`src/rtl/hazard_ctrl_p.sv`:
```
// hazard_ctrl_p -- pipeline hazard controller for a five-stage core.
// Produces combinational operand-forward selects for the ID and EX stages
// and a per-stage stall/flush vector from a prioritised hazard FSM. A short
// tail of stall cycles follows every multi-cycle ALU (mul/div) completion.
// Optional feature: define HAZARD_PERF_EN to build a saturating counter of
// cycles in which the fetch stage is stalled. Without it stall_cnt is tied to 0.
module hazard_ctrl_p #(
    parameter int unsigned REG_AW     = 7,
    parameter int unsigned MD_TAIL    = 2,
    parameter logic [1:0]  CP0_PREFIX = 2'b01
) (
    input  logic              clk,
    input  logic              rst,
    input  logic              exc_req,
    input  logic              if_stall,
    input  logic              mem_stall,
    input  logic              alu_stall,
    input  logic              alu_done,
    input  logic              br_d,
    input  logic [REG_AW-1:0] rs_d,
    input  logic [REG_AW-1:0] rt_d,
    input  logic [REG_AW-1:0] rs_e,
    input  logic [REG_AW-1:0] rt_e,
    input  logic [REG_AW-1:0] wreg_e,
    input  logic [REG_AW-1:0] wreg_m,
    input  logic [REG_AW-1:0] wreg_w,
    input  logic              rw_e,
    input  logic              rw_m,
    input  logic              rw_w,
    input  logic              mr_e,
    input  logic              mr_m,
    output logic [4:0]        stall,
    output logic [3:0]        flush,
    output logic [1:0]        fwd_ad,
    output logic [1:0]        fwd_bd,
    output logic [1:0]        fwd_ae,
    output logic [1:0]        fwd_be,
    output logic [31:0]       stall_cnt
);

    typedef enum logic [3:0] {
        S_RUN, S_EXC, S_EXC_WAIT, S_CP0_W, S_MEM_WAIT,
        S_LD_BR, S_MD_BUSY, S_LD_USE, S_MD_TAIL, S_FE_WAIT
    } state_t;

    // Tail counter preload; a zero-length tail never enters the tail state.
    localparam logic [3:0] TAIL_LOAD = (MD_TAIL == 0) ? 4'd0 : 4'(MD_TAIL - 1);

    state_t     state_q, state_d;
    logic [3:0] tail_q, tail_d;

    // A destination is a CP0 register when its top two tag bits match the prefix.
    function automatic logic is_cp0(input logic [REG_AW-1:0] tag);
        return tag[REG_AW-1 -: 2] == CP0_PREFIX;
    endfunction

    // ---------------- forwarding ----------------
    logic [REG_AW-1:0] src_d [2];
    logic [REG_AW-1:0] src_e [2];
    logic [1:0]        sel_d [2];
    logic [1:0]        sel_e [2];

    assign src_d[0] = rs_d;
    assign src_d[1] = rt_d;
    assign src_e[0] = rs_e;
    assign src_e[1] = rt_e;

    // Tag 0 is the hardwired zero register and is never forwarded.
    for (genvar gi = 0; gi < 2; gi++) begin : g_fwd
        assign sel_d[gi] = (rst || src_d[gi] == '0)                ? 2'b00 :
                           (rw_e && mr_e && wreg_e == src_d[gi])   ? 2'b01 :
                           (rw_m && wreg_m == src_d[gi])           ? 2'b10 : 2'b00;
        assign sel_e[gi] = (rst || src_e[gi] == '0)                ? 2'b00 :
                           (rw_m && wreg_m == src_e[gi])           ? 2'b10 :
                           (rw_w && wreg_w == src_e[gi])           ? 2'b01 : 2'b00;
    end

    assign fwd_ad = sel_d[0];
    assign fwd_bd = sel_d[1];
    assign fwd_ae = sel_e[0];
    assign fwd_be = sel_e[1];

    // ---------------- hazard conditions ----------------
    logic cp0_w_hit, ld_br_hit, md_busy_hit, ld_use_hit, md_tail_hit, fe_wait_hit;

    assign cp0_w_hit   = rw_w && is_cp0(wreg_w);
    assign ld_br_hit   = mr_m && rw_m && br_d && (wreg_m == rs_d || wreg_m == rt_d);
    assign md_busy_hit = alu_stall && !alu_done;
    assign ld_use_hit  = (mr_m && rw_m && (wreg_m == rs_e || wreg_m == rt_e)) ||
                         (rw_m && is_cp0(wreg_m));
    assign md_tail_hit = (MD_TAIL != 0) && (state_q == S_MD_BUSY || tail_q != 4'd0);
    assign fe_wait_hit = if_stall ||
                         (mr_e && rw_e && br_d && (wreg_e == rs_d || wreg_e == rt_d)) ||
                         (rw_e && is_cp0(wreg_e));

    // State and tail counter register; reset returns to RUN regardless of inputs.
    always_ff @(posedge clk) begin
        if (rst) begin
            state_q <= S_RUN;
            tail_q  <= 4'd0;
        end else begin
            state_q <= state_d;
            tail_q  <= tail_d;
        end
    end

    // Prioritised next-state selection and stall/flush decode of the next state.
    always_comb begin
        state_d = S_RUN;
        tail_d  = 4'd0;
        stall   = 5'b00000;
        flush   = 4'b0000;
        if (rst) begin
            state_d = S_RUN;
        end else if (exc_req) begin
            state_d = (if_stall || mem_stall) ? S_EXC_WAIT : S_EXC;
        end else if (cp0_w_hit) begin
            state_d = S_CP0_W;
        end else if (mem_stall) begin
            state_d = S_MEM_WAIT;
        end else if (ld_br_hit) begin
            state_d = S_LD_BR;
        end else if (md_busy_hit) begin
            state_d = S_MD_BUSY;
        end else if (ld_use_hit) begin
            state_d = S_LD_USE;
        end else if (md_tail_hit) begin
            state_d = S_MD_TAIL;
            // Preload on entry, count down while staying; preemption leaves tail_d at 0.
            tail_d  = (state_q == S_MD_TAIL) ? tail_q - 4'd1 : TAIL_LOAD;
        end else if (fe_wait_hit) begin
            state_d = S_FE_WAIT;
        end

        case (state_d)
            S_EXC:      begin stall = 5'b11111; flush = 4'b1111; end
            S_EXC_WAIT: begin stall = 5'b11111; flush = 4'b1110; end
            S_CP0_W:    begin stall = 5'b11110; flush = 4'b0001; end
            S_MEM_WAIT: begin stall = 5'b11111; flush = 4'b0001; end
            S_LD_BR:    begin stall = 5'b11110; flush = 4'b0010; end
            S_MD_BUSY:  begin stall = 5'b11111; flush = 4'b0001; end
            S_LD_USE:   begin stall = 5'b11100; flush = 4'b0010; end
            S_MD_TAIL:  begin stall = 5'b11000; flush = 4'b0100; end
            S_FE_WAIT:  begin stall = 5'b11000; flush = 4'b0100; end
            default:    begin stall = 5'b00000; flush = 4'b0000; end
        endcase
    end

`ifdef HAZARD_PERF_EN
    logic [31:0] stall_cnt_q;

    // Count fetch-stall cycles, holding at all-ones instead of wrapping.
    always_ff @(posedge clk) begin
        if (rst) begin
            stall_cnt_q <= 32'd0;
        end else if (stall[4] && stall_cnt_q != 32'hFFFF_FFFF) begin
            stall_cnt_q <= stall_cnt_q + 32'd1;
        end
    end

    assign stall_cnt = stall_cnt_q;
`else
    assign stall_cnt = 32'd0;
`endif

endmodule
```
`config.mk`:
```
export PLATFORM = sky130hd
export DESIGN_NAME = hazard_ctrl_p
export DESIGN_NICKNAME = d
export VERILOG_FILES = /design/src/rtl/hazard_ctrl_p.sv
export SDC_FILE = /design/constraint.sdc
export NUM_CORES = 1
export LEC_CHECK = 0
export ABC_AREA = 0
export BUFFER_PORTS_ARGS = -buffer_cell sky130_fd_sc_hd__buf_2
export CAP_MARGIN = 0
export CORE_MARGIN = 2
export CORE_UTILIZATION = 39
export DETAILED_ROUTE_END_ITERATION = 12
export PLACE_DENSITY = 0.79
export SLEW_MARGIN = 20
export SYNTH_ARGS = -nofsm -noshare
export SYNTH_HDL_FRONTEND = slang
export SYNTH_SLANG_ARGS = --single-unit
```
`constraint.sdc`:
```
create_clock -name clk -period 2.12 [get_ports clk]
set_clock_uncertainty 0.1 [all_clocks]
set_input_delay 0.106 -clock clk [delete_from_list [all_inputs] [get_ports clk]]
set_output_delay 0.106 -clock clk [all_outputs]
set_load 0.1 [all_outputs]
```
Yosys cells after proc, flatten, opt, wreduce, memory -nomap -nowiden
Memory sizes are Yosys's and may differ from the RTL's.
Index checks and enable logic that the tools add are counted.
Widths: inputs -> output; s select.
{"block": "classes", "div": 0, "n_eq_ne": 13, "n_mul": 0, "reduce_logical": 39, "magnitude_cmp": 0, "add_sub_neg": 1, "n_mux": 23, "shifts": 0, "n_bitwise": 2}
{"cell": "$eq 7x7->1", "n": 8}
{"cell": "$mux 4", "n": 9}
{"cell": "$logic_not 7->1", "n": 4}
{"cell": "$mux 2", "n": 11}
{"cell": "$logic_and 1x1->1", "n": 19}
{"cell": "$logic_or 1x1->1", "n": 12}
{"cell": "$reduce_or 9->1", "n": 1}
{"cell": "$reduce_or 8->1", "n": 1}
{"cell": "$eq 2x1->1 const B", "n": 3}
{"cell": "$eq 4x3->1 const B", "n": 1}
{"cell": "$eq 4x4->1 const B", "n": 1}
{"cell": "$reduce_bool 4->1", "n": 1}
{"cell": "$sub 4x1->4 const B", "n": 1}
{"cell": "$mux 1", "n": 3}
{"cell": "$not 1->1", "n": 2}
{"cell": "$logic_not 1->1", "n": 1}
{"block": "totals", "mem_bits_ro": 144, "latchBits": 0, "elab_cells": 82, "ff_bits": 8, "mem_bits_rw": 0, "output_inout_bits": 49, "mem_count": 1, "inputBits": 62}
{"memory": "(name not given)", "depth": 16, "word_bits": 9, "rd": 1, "rd_ports_with_merged_regs": 0, "write_ports": 0, "line_no": "135", "text": "case (state_d)"}

Longest topological paths before layout
Gate-level depths: netlist of run 1.
An unclocked memory read counts as a cell.
{"block": "depth", "depth_word": 15, "ltp_mapped": 11, "ltp_nobuf": 10}

Worst setup path after synthesis of run 1
No wires, ideal clock.
{"block": "synth_timing", "kind": "in2out", "startpoint": "input wreg_m[5]", "endpoint": "output flush[1]", "stages": 11, "required_ns": 1.914, "arrival_ns": 3.300, "path_buffers": 1, "path_slack_ns": -1.386, "path_cell_list": "buf_2 > xnor2_1 > nand4_1 > nor4_2 > o211ai_2 > a211oi_1 > nor2_1 > a211o_1 > ha_1 > o21ai_2 > o22ai_1"}
{"block": "synth_via", "elab_chain_len": 12, "elab_cells_between_ends": 19, "classes_between": "eq/ne: 5; mux: 7; reduce/logical: 6; memory: 1"}
{"item": "start, declared", "line_no": "25", "text": "input logic [REG_AW-1:0] wreg_m,"}
{"item": "$eq 7x7->1", "line_no": "89", "text": "assign ld_use_hit = (mr_m && rw_m && (wreg_m == rs_e || wreg_m == rt_e)) ||"}
{"item": "$logic_or 1x1->1", "line_no": "89"}
{"item": "$logic_and 1x1->1", "line_no": "89"}
{"item": "$logic_or 1x1->1", "line_no": "89"}
{"item": "$mux 4", "line_no": "125", "text": "end else if (ld_use_hit) begin"}
{"item": "$mux 4", "line_no": "123", "text": "end else if (md_busy_hit) begin"}
{"item": "$mux 4 (*)", "line_no": "121", "text": "end else if (ld_br_hit) begin"}
{"item": "$mux 4 (*)", "line_no": "119", "text": "end else if (mem_stall) begin"}
{"item": "$mux 4 (*)", "line_no": "117", "text": "end else if (cp0_w_hit) begin"}
{"item": "$mux 4 (*)", "line_no": "115", "text": "end else if (exc_req) begin"}
{"item": "$mux 4 (*)", "line_no": "113", "text": "if (rst) begin"}
{"item": "$mem_v2 16x9 (*)"}
{"item": "end, declared", "line_no": "33", "text": "output logic [3:0] flush,"}
Mark *: on every way between the ends. The rest lies on a longest branch, timed or not.

Final worst setup path of run 1
{"block": "layout_timing", "startpoint": "input rt_e[5]", "endpoint": "output flush[1]"}
{"block": "layout_via", "elab_chain_len": 12}
{"item": "start, declared", "line_no": "23", "text": "input logic [REG_AW-1:0] rt_e,"}
{"item": "$eq 7x7->1", "line_no": "89"}
{"item": "$logic_or 1x1->1", "line_no": "89"}
{"item": "$logic_and 1x1->1", "line_no": "89"}
{"item": "$logic_or 1x1->1", "line_no": "89"}
{"item": "$mux 4", "line_no": "125"}
{"item": "$mux 4", "line_no": "123"}
{"item": "$mux 4", "line_no": "121"}
{"item": "$mux 4", "line_no": "119"}
{"item": "$mux 4", "line_no": "117"}
{"item": "$mux 4", "line_no": "115"}
{"item": "$mux 4", "line_no": "113"}
{"item": "$mem_v2 16x9"}
No other way between the ends.

==> results.md, run 1 <==
- Top-count cell post-synth: buf_4
- # rows: 23
- Violated checks: setup timing
- Via density: 5.23
- CTS tree: done
- Height of the die: 69.1 µm
- Synthesized area: 1650 µm²
- DP HPWL: 4540 µm
- Inserted Clock Buffers: 3
- Final period utilization: 122%
- Cell area after layout: 2990 µm²
- Synth unique cells: 42
- Clk root buf: clkbuf_8
- Largest net degree at the start of global routing: 13
- Slew @ Worst Pin: 698 ps
- Buf+Inv Stages, Crit Path: 2
- Area share of the leading cell type in the synthesized netlist: 15.9%
- Latest clock arrival within the worst-skew pair: 230 ps
- Place WS: -382 ps
- Placed Area: 2620 µm²
- CP cell instances: buf_2 > xnor2_1 > nand4_1 > nor4_4 > o211ai_2 > a211oi_2 > nor2_1 > a211o_1 > ha_4 > o21ai_4 > o22ai_4 > buf_12
- Crit path capture type: output port
- Clock transition at path regs: 40 ps
- Prevailing post-synth register cell: dfxtp_1
- Most instantiated cells after synthesis: buf_4, xor2_1, xnor2_1
- Overall power: 1.39 mW
- Mean routed wirelength per cell: 16.2 µm
- Hold Vio Cnt, Final: 0
- Filler-free cell count of the finished design: 387
- Port bufs: 78
- Initial antenna violation count: 0
- IO Pins: 111
- WHS: 79.9 ps
- Die Area: 4780 µm²
- Peak supply drop: 293 µV
- F_max: 0.386 GHz
- Initial DRC Count: 124
- Starting density of the core: 41.1%
- Fin crit period: 2590 ps
- # DRC: 0
- Leakage power: 1.38 nW
- Antenna diode count: 0
- First-pass GRT wire length: 9610 µm
- Post-Syn Area per Cell: 7.73 µm²
- Critical path's top delay family: compound AO/OA/AOI/OAI gates
- Crit Path Max Fanout: 4
- Max Transition Viols Final: 0
- Number of flops mapped to enable cells by yosys: 0
- Die width: 69.1 µm
- Core area: 4030 µm²
- # clock sinks: 8
- P&R area growth vs syn: 80.5%
- Synth area leader: xor2_1
- Worst Path Arrival: 2390 ps
- All-Layer GR Usage: 23.9%
- Inst Count DP: 380
- Number of detailed-route iterations in the first pass: 4
- Slew margin rel.: 53.0%
- H-tree depth: 1
- Clk buf depth: 2
- Antenna viol nets, final: 0
- Mapped Cells: 214
- Post-synthesis register bit count: 8
- Setup WS post-layout: -473 ps
- GR Overflow Total: 0
- Hold Crit Class: in2reg
- Post-synthesis sequential area ratio: 9.68%
- Cell at the slowest stage of the critical path: ha_4
- Asr flop ratio synth: 0%
- Unrepaired setup endpoints after global routing: true
- Type of origin of the critical path: input port
- Status: complete, but fails checks
- # setup viols final: 9
- DRT Wirelength: 6250 µm
- Worst Path Required: 1910 ps
- FILL cells: 267
- Final nets: 405
- Pwr dens: 466 nW/µm²
- Synth area leaders: xor2_1, buf_4, xnor2_1
- Fraction of layout cells with a size suffix above 1: 52.8%
- Max-cap viol count: 0
- Worst Path Class, Setup: in2out
- Worst path max stage delay: 280 ps
- RePlAce Congestion: 0.909
- Vias in the first global route: 2049
- Yosys Warn Count: 0
- DR vias: 2024
## cell families after synthesis
family,synth area share (%)
flops,9.68
compound gates,13.3
simple gates,23.5
fa+ha+maj,3.03
xor+xnor,30.7
mux,0.605
buf+inv,19.0
other cells,0.227
## stage by stage
stage                     setup TNS, ps  util, %
final                             -3470     74.1
after global routing              -4580     74.1
after CTS                         -2120     71.3
after detailed placement          -2700     65.1
after global placement            -2530     65.1
after floorplan                   -2810        -
## power by group
group | switching [mW] | internal (mW) | total [mW]
combinational | 0.705 | 0.342 | 1.05
sequential | 0.00355 | 0.156 | 0.159
clock | 0.0605 | 0.123 | 0.184
total | 0.769 | 0.621 | 1.39
## state kept, by name (all words and copies together), names as in the netlist
name,count
tail_q,4
state_q,4
## final cells by class
| type | count | area (µm²) | share of cell area (%) |
|---|---|---|---|
| tap | 50 | 62.6 | 2.10 |
| clock buffer | 3 | 41.3 | 1.38 |
| timing repair buffer | 126 | 1030 | 34.6 |
| inverter | 11 | 46.3 | 1.55 |
| sequential | 8 | 160 | 5.36 |
| multi-input combinational | 189 | 1640 | 55.0 |
## worst register-to-register path: cells and delay by family (launching register included)
family	cells	cell delay [ps]
buffers and inverters	2	290
AND/OR/NAND/NOR	5	990
flip-flops	1	330
## cell usage in the layout, fill, tap and decap left out, types with 4 or more instances in the layout
cell type / instances
buf_2: 56
dfxtp_1: 8
nand4_1: 6
nand2_1: 6
nand3_1: 5
buf_4: 45
xnor2_1: 18
a21oi_1: 10
buf_6: 8
xor2_1: 27
nor4_4: 4
buf_12: 14
conb_1: 32
nor2_1: 9
inv_1: 9
nor3_1: 7
nor4_1: 6
xnor2_2: 10
## final timing paths
check | start | end | slack [ps] | cells after the start
worst max-delay path | rt_e[5] | flush[1] | -470 | 12
worst min-delay path | exc_req | state_q[1]$_SDFF_PP0_ | 80 | 2
worst max register to register | state_q[2]$_SDFF_PP0_ | state_q[3]$_SDFF_PP0_ | 340 | 7
worst min register to register | tail_q[1]$_SDFF_PP0_ | tail_q[1]$_SDFF_PP0_ | 460 | 3
## routing by layer
metal / routed length, µm / global-route usage [%] / up-vias / share of wire, %
met2: 3200 / 42.9 / 101 / 51
met4: 204 / 8.93 / 0 / 3.3
met1: 2440 / 28.4 / 969 / 39
li1: - / - / 936 / -
met3: 416 / 3.51 / 18 / 6.7
met5: 0 / 0 / - / 0
## what timing repair did
action,in CTS,in global routing
pin swaps,23,18
hold buffers,0,0
gates resized for setup,34,23
setup buffers,4,0
endpoints found under the setup margin,9,9
(Power assumes the default switching activity.)
==> inputs of run 2 (changes only) <==
BUFFER_PORTS_ARGS = -buffer_cell sky130_fd_sc_hd__buf_4   (was -buffer_cell sky130_fd_sc_hd__buf_2)
CTS_CLUSTER_DIAMETER = 50   (was default)
==> run 2 against run 1 <==
  * The run still ends with setup timing left
  * Critical path type unchanged
  * Sequential share of layout area shrank 0.073 points
  * Largest power group unchanged
  * Combinational power is essentially flat
  * Hold slack lost 57 ps
  * First-iteration DRC count shrank 12%
==> results.md, run 2 (same netlist as run 1, synthesis figures left out) <==
- Status: complete, but fails checks
- Violated checks: setup timing
- Worst r2r src: state_q[2]$_SDFF_PP0_
- Worst Path Class, Setup: in2out
- Inserted Clock Buffers: 3 (unchanged)
- H-tree depth: 1 (unchanged)
- FILL cells: 271 (+1.5%)
- # DRC: 0 (unchanged)
- CTS hold repair buffers: 0 (unchanged)
- Starting density of the core: 41.1% (unchanged)
- Initial antenna violation count: 0 (unchanged)
- Initial DRC Count: 109 (-12%)
- Die Area: 4780 µm² (unchanged)
- First-pass GRT wire length: 9540 µm (-0.72%)
- WHS: 22.9 ps (-57.0 ps)
- GR Overflow Total: 0 (unchanged)
- F_max: 0.392 GHz (+1.6%)
- Cell area after layout: 3050 µm² (+2.2%)
- Pwr dens: 461 nW/µm² (-1.1%)
- CTS tree: done
- Height of the die: 69.1 µm (unchanged)
- P&R area growth vs syn: 84.4%
- Leading cell type in the layout, fill and taps excluded: buf_4
- Hold Crit Class: in2reg
- Overall power: 1.41 mW (+1.1%)
- Via density: 5.27 (+0.80%)
- All-Layer GR Usage: 23.9% (-0.030 points)
- Max-cap viol count: 0 (unchanged)
- Crit Path Max Fanout: 5 (+1)
- CP startpoint: wreg_m[5]
- # setup viols final: 9 (unchanged)
- RePlAce Congestion: 0.856 (-5.8%)
- Number of detailed-route iterations in the first pass: 5 (+1)
- # rows: 23 (unchanged)
- Clk root buf: clkbuf_8
- Port bufs: 78 (unchanged)
- DRT Wirelength: 6260 µm (+0.16%)
- Final period utilization: 120% (-1.9 points)
- Die width: 69.1 µm (unchanged)
- Met3 GRT Util: 3.95% (+0.44 points)
- R2R Setup Slk: 380 ps (+40 ps)
- Slew @ Worst Pin: 593 ps (-105 ps)
- Mean routed wirelength per cell: 16.1 µm (-0.61%)
- Commonest cells after routing, fill and taps aside: buf_4, conb_1, xor2_1
- FF/Latch Area: 161 µm² (+0.78%)
- Core area: 4030 µm² (unchanged)
- # clock sinks: 8 (unchanged)
- Max Transition Viols Final: 0 (unchanged)
- Antenna diode count: 0 (unchanged)
- Type of origin of the critical path: input port
- DP HPWL: 4370 µm (-3.7%)
- Clock transition at path regs: 40 ps (about the same)
- Final core occ: 75.7% (+1.6 points)
- Placed Area: 2620 µm² (-0.19%)
- Last element of the critical path: stall[0]
- RR Endpoint: state_q[3]$_SDFF_PP0_
- Cell at the slowest stage of the critical path: nor4_4
- Worst Path Arrival: 2350 ps (-40 ps)
- Worst Path Required: 1910 ps (about the same)
- Leading registers by flop count: state_q x4, tail_q x4
- Unrepaired setup endpoints after global routing: true
- Setup WS post-layout: -433 ps (+40.2 ps)
- Antenna viol nets, final: 0 (unchanged)
- Peak supply drop: 299 µV (+1.8%)
- Met1 Track Usage GR: 28.6% (+0.18 points)
- Final nets: 408 (+0.74%)
- CP cell instances: buf_12 > xnor2_1 > nand4_1 > nor4_4 > o2111a_2 > o41ai_2 > a21o_2 > ha_4 > o21ai_4 > o22ai_4 > buf_12
- Crit path capture type: output port
- Clk buf depth: 2 (unchanged)
- Inst Count DP: 381 (+0.26%)
- Vias in the first global route: 2046 (-0.15%)
- Fin crit period: 2550 ps (-40.2 ps)
- DR vias: 2056 (+1.6%)
- Filler-free cell count of the finished design: 390 (+0.78%)
- Hold Vio Cnt, Final: 0 (unchanged)
- Most used cell, CP: buf_12
- Slew margin rel.: 60.1% (+7.1 points)
- Fraction of layout cells with a size suffix above 1: 51.8% (-1.1 points)
- IO Pins: 111 (unchanged)
- Latest clock arrival within the worst-skew pair: 230 ps (about the same)
- Met2 Track Usage GR: 43.9% (+0.96 points)
- GR peak layer: met2
- Largest net degree at the start of global routing: 13 (unchanged)
- Worst path max stage delay: 370 ps (+90 ps)
- Cells on worst reg2reg path: 7 (unchanged)
- Multi-input logic area: 1580 µm² (-3.7%)
- Leakage power: 1.43 nW (+3.3%)
-- run 2: cell types whose count changed in the layout (fill, tap and decap cells not counted), sizes merged --
cell,change
buf,+3
clkinv,+1
inv,-1
-- run 2: report_power, final --
| group | switching (mW) | internal, mW | leakage, nW |
|---|---|---|---|
| clock | 0.0570 | 0.123 | 0.0216 |
| combinational | 0.698 | 0.368 | 1.34 |
| sequential | 0.00343 | 0.156 | 0.0656 |
| total | 0.759 | 0.647 | 1.43 |
-- run 2: cell type report --
cell class,count,share of cell area [%]
inverters,11,1.52
multi-input cells,189,51.8
clock buffers,3,1.35
flip-flops and latches,8,5.29
repair buffers,129,38.0
well taps,50,2.05
-- run 2: how the worst min path moves through the flow --
stage | startpoint | endpoint | cells past startpoint
3_5_place_dp | exc_req | state_q[1]$_SDFF_PP0_ | 2
3_3_place_gp | exc_req | state_q[1]$_SDFF_PP0_ | 2
6_report | exc_req | state_q[1]$_SDFF_PP0_ | 2
5_1_grt | exc_req | state_q[1]$_SDFF_PP0_ | 2
4_1_cts | exc_req | state_q[1]$_SDFF_PP0_ | 2
2_1_floorplan | exc_req | state_q[1]$_SDFF_PP0_ | 1
-- run 2: per-stage QoR --
stage	setup WS, ps	TNS (ps)
after floorplan	-448	-2810
after global placement	-426	-3090
after detailed placement	-462	-3380
after CTS	-322	-2090
after global routing	-523	-4230
final	-433	-3340
-- run 2: critical path: cells and delay by family --
kind | cells | cell delay, ps
XOR/XNOR | 1 | 220
adder cells (fa/ha/maj) | 1 | 280
buffers and inverters | 2 | 310
AND/OR/NAND/NOR | 2 | 600
AO/OA/AOI/OAI | 5 | 840
-- run 2: layer usage --
layer | vias to the layer above | part of all wire, %
li1 | 942 | -
met1 | 961 | 37
met2 | 133 | 52
met3 | 20 | 7.7
met4 | 0 | 3.3
met5 | - | 0
-- run 2: what timing repair did --
item	4_1_cts	5_1_grt
gates resized for setup	51	20
buffers inserted	3	3
endpoints found under the setup margin	9	9
endpoints found under the hold margin	0	0
cloned	0	0
pin swaps	10	21
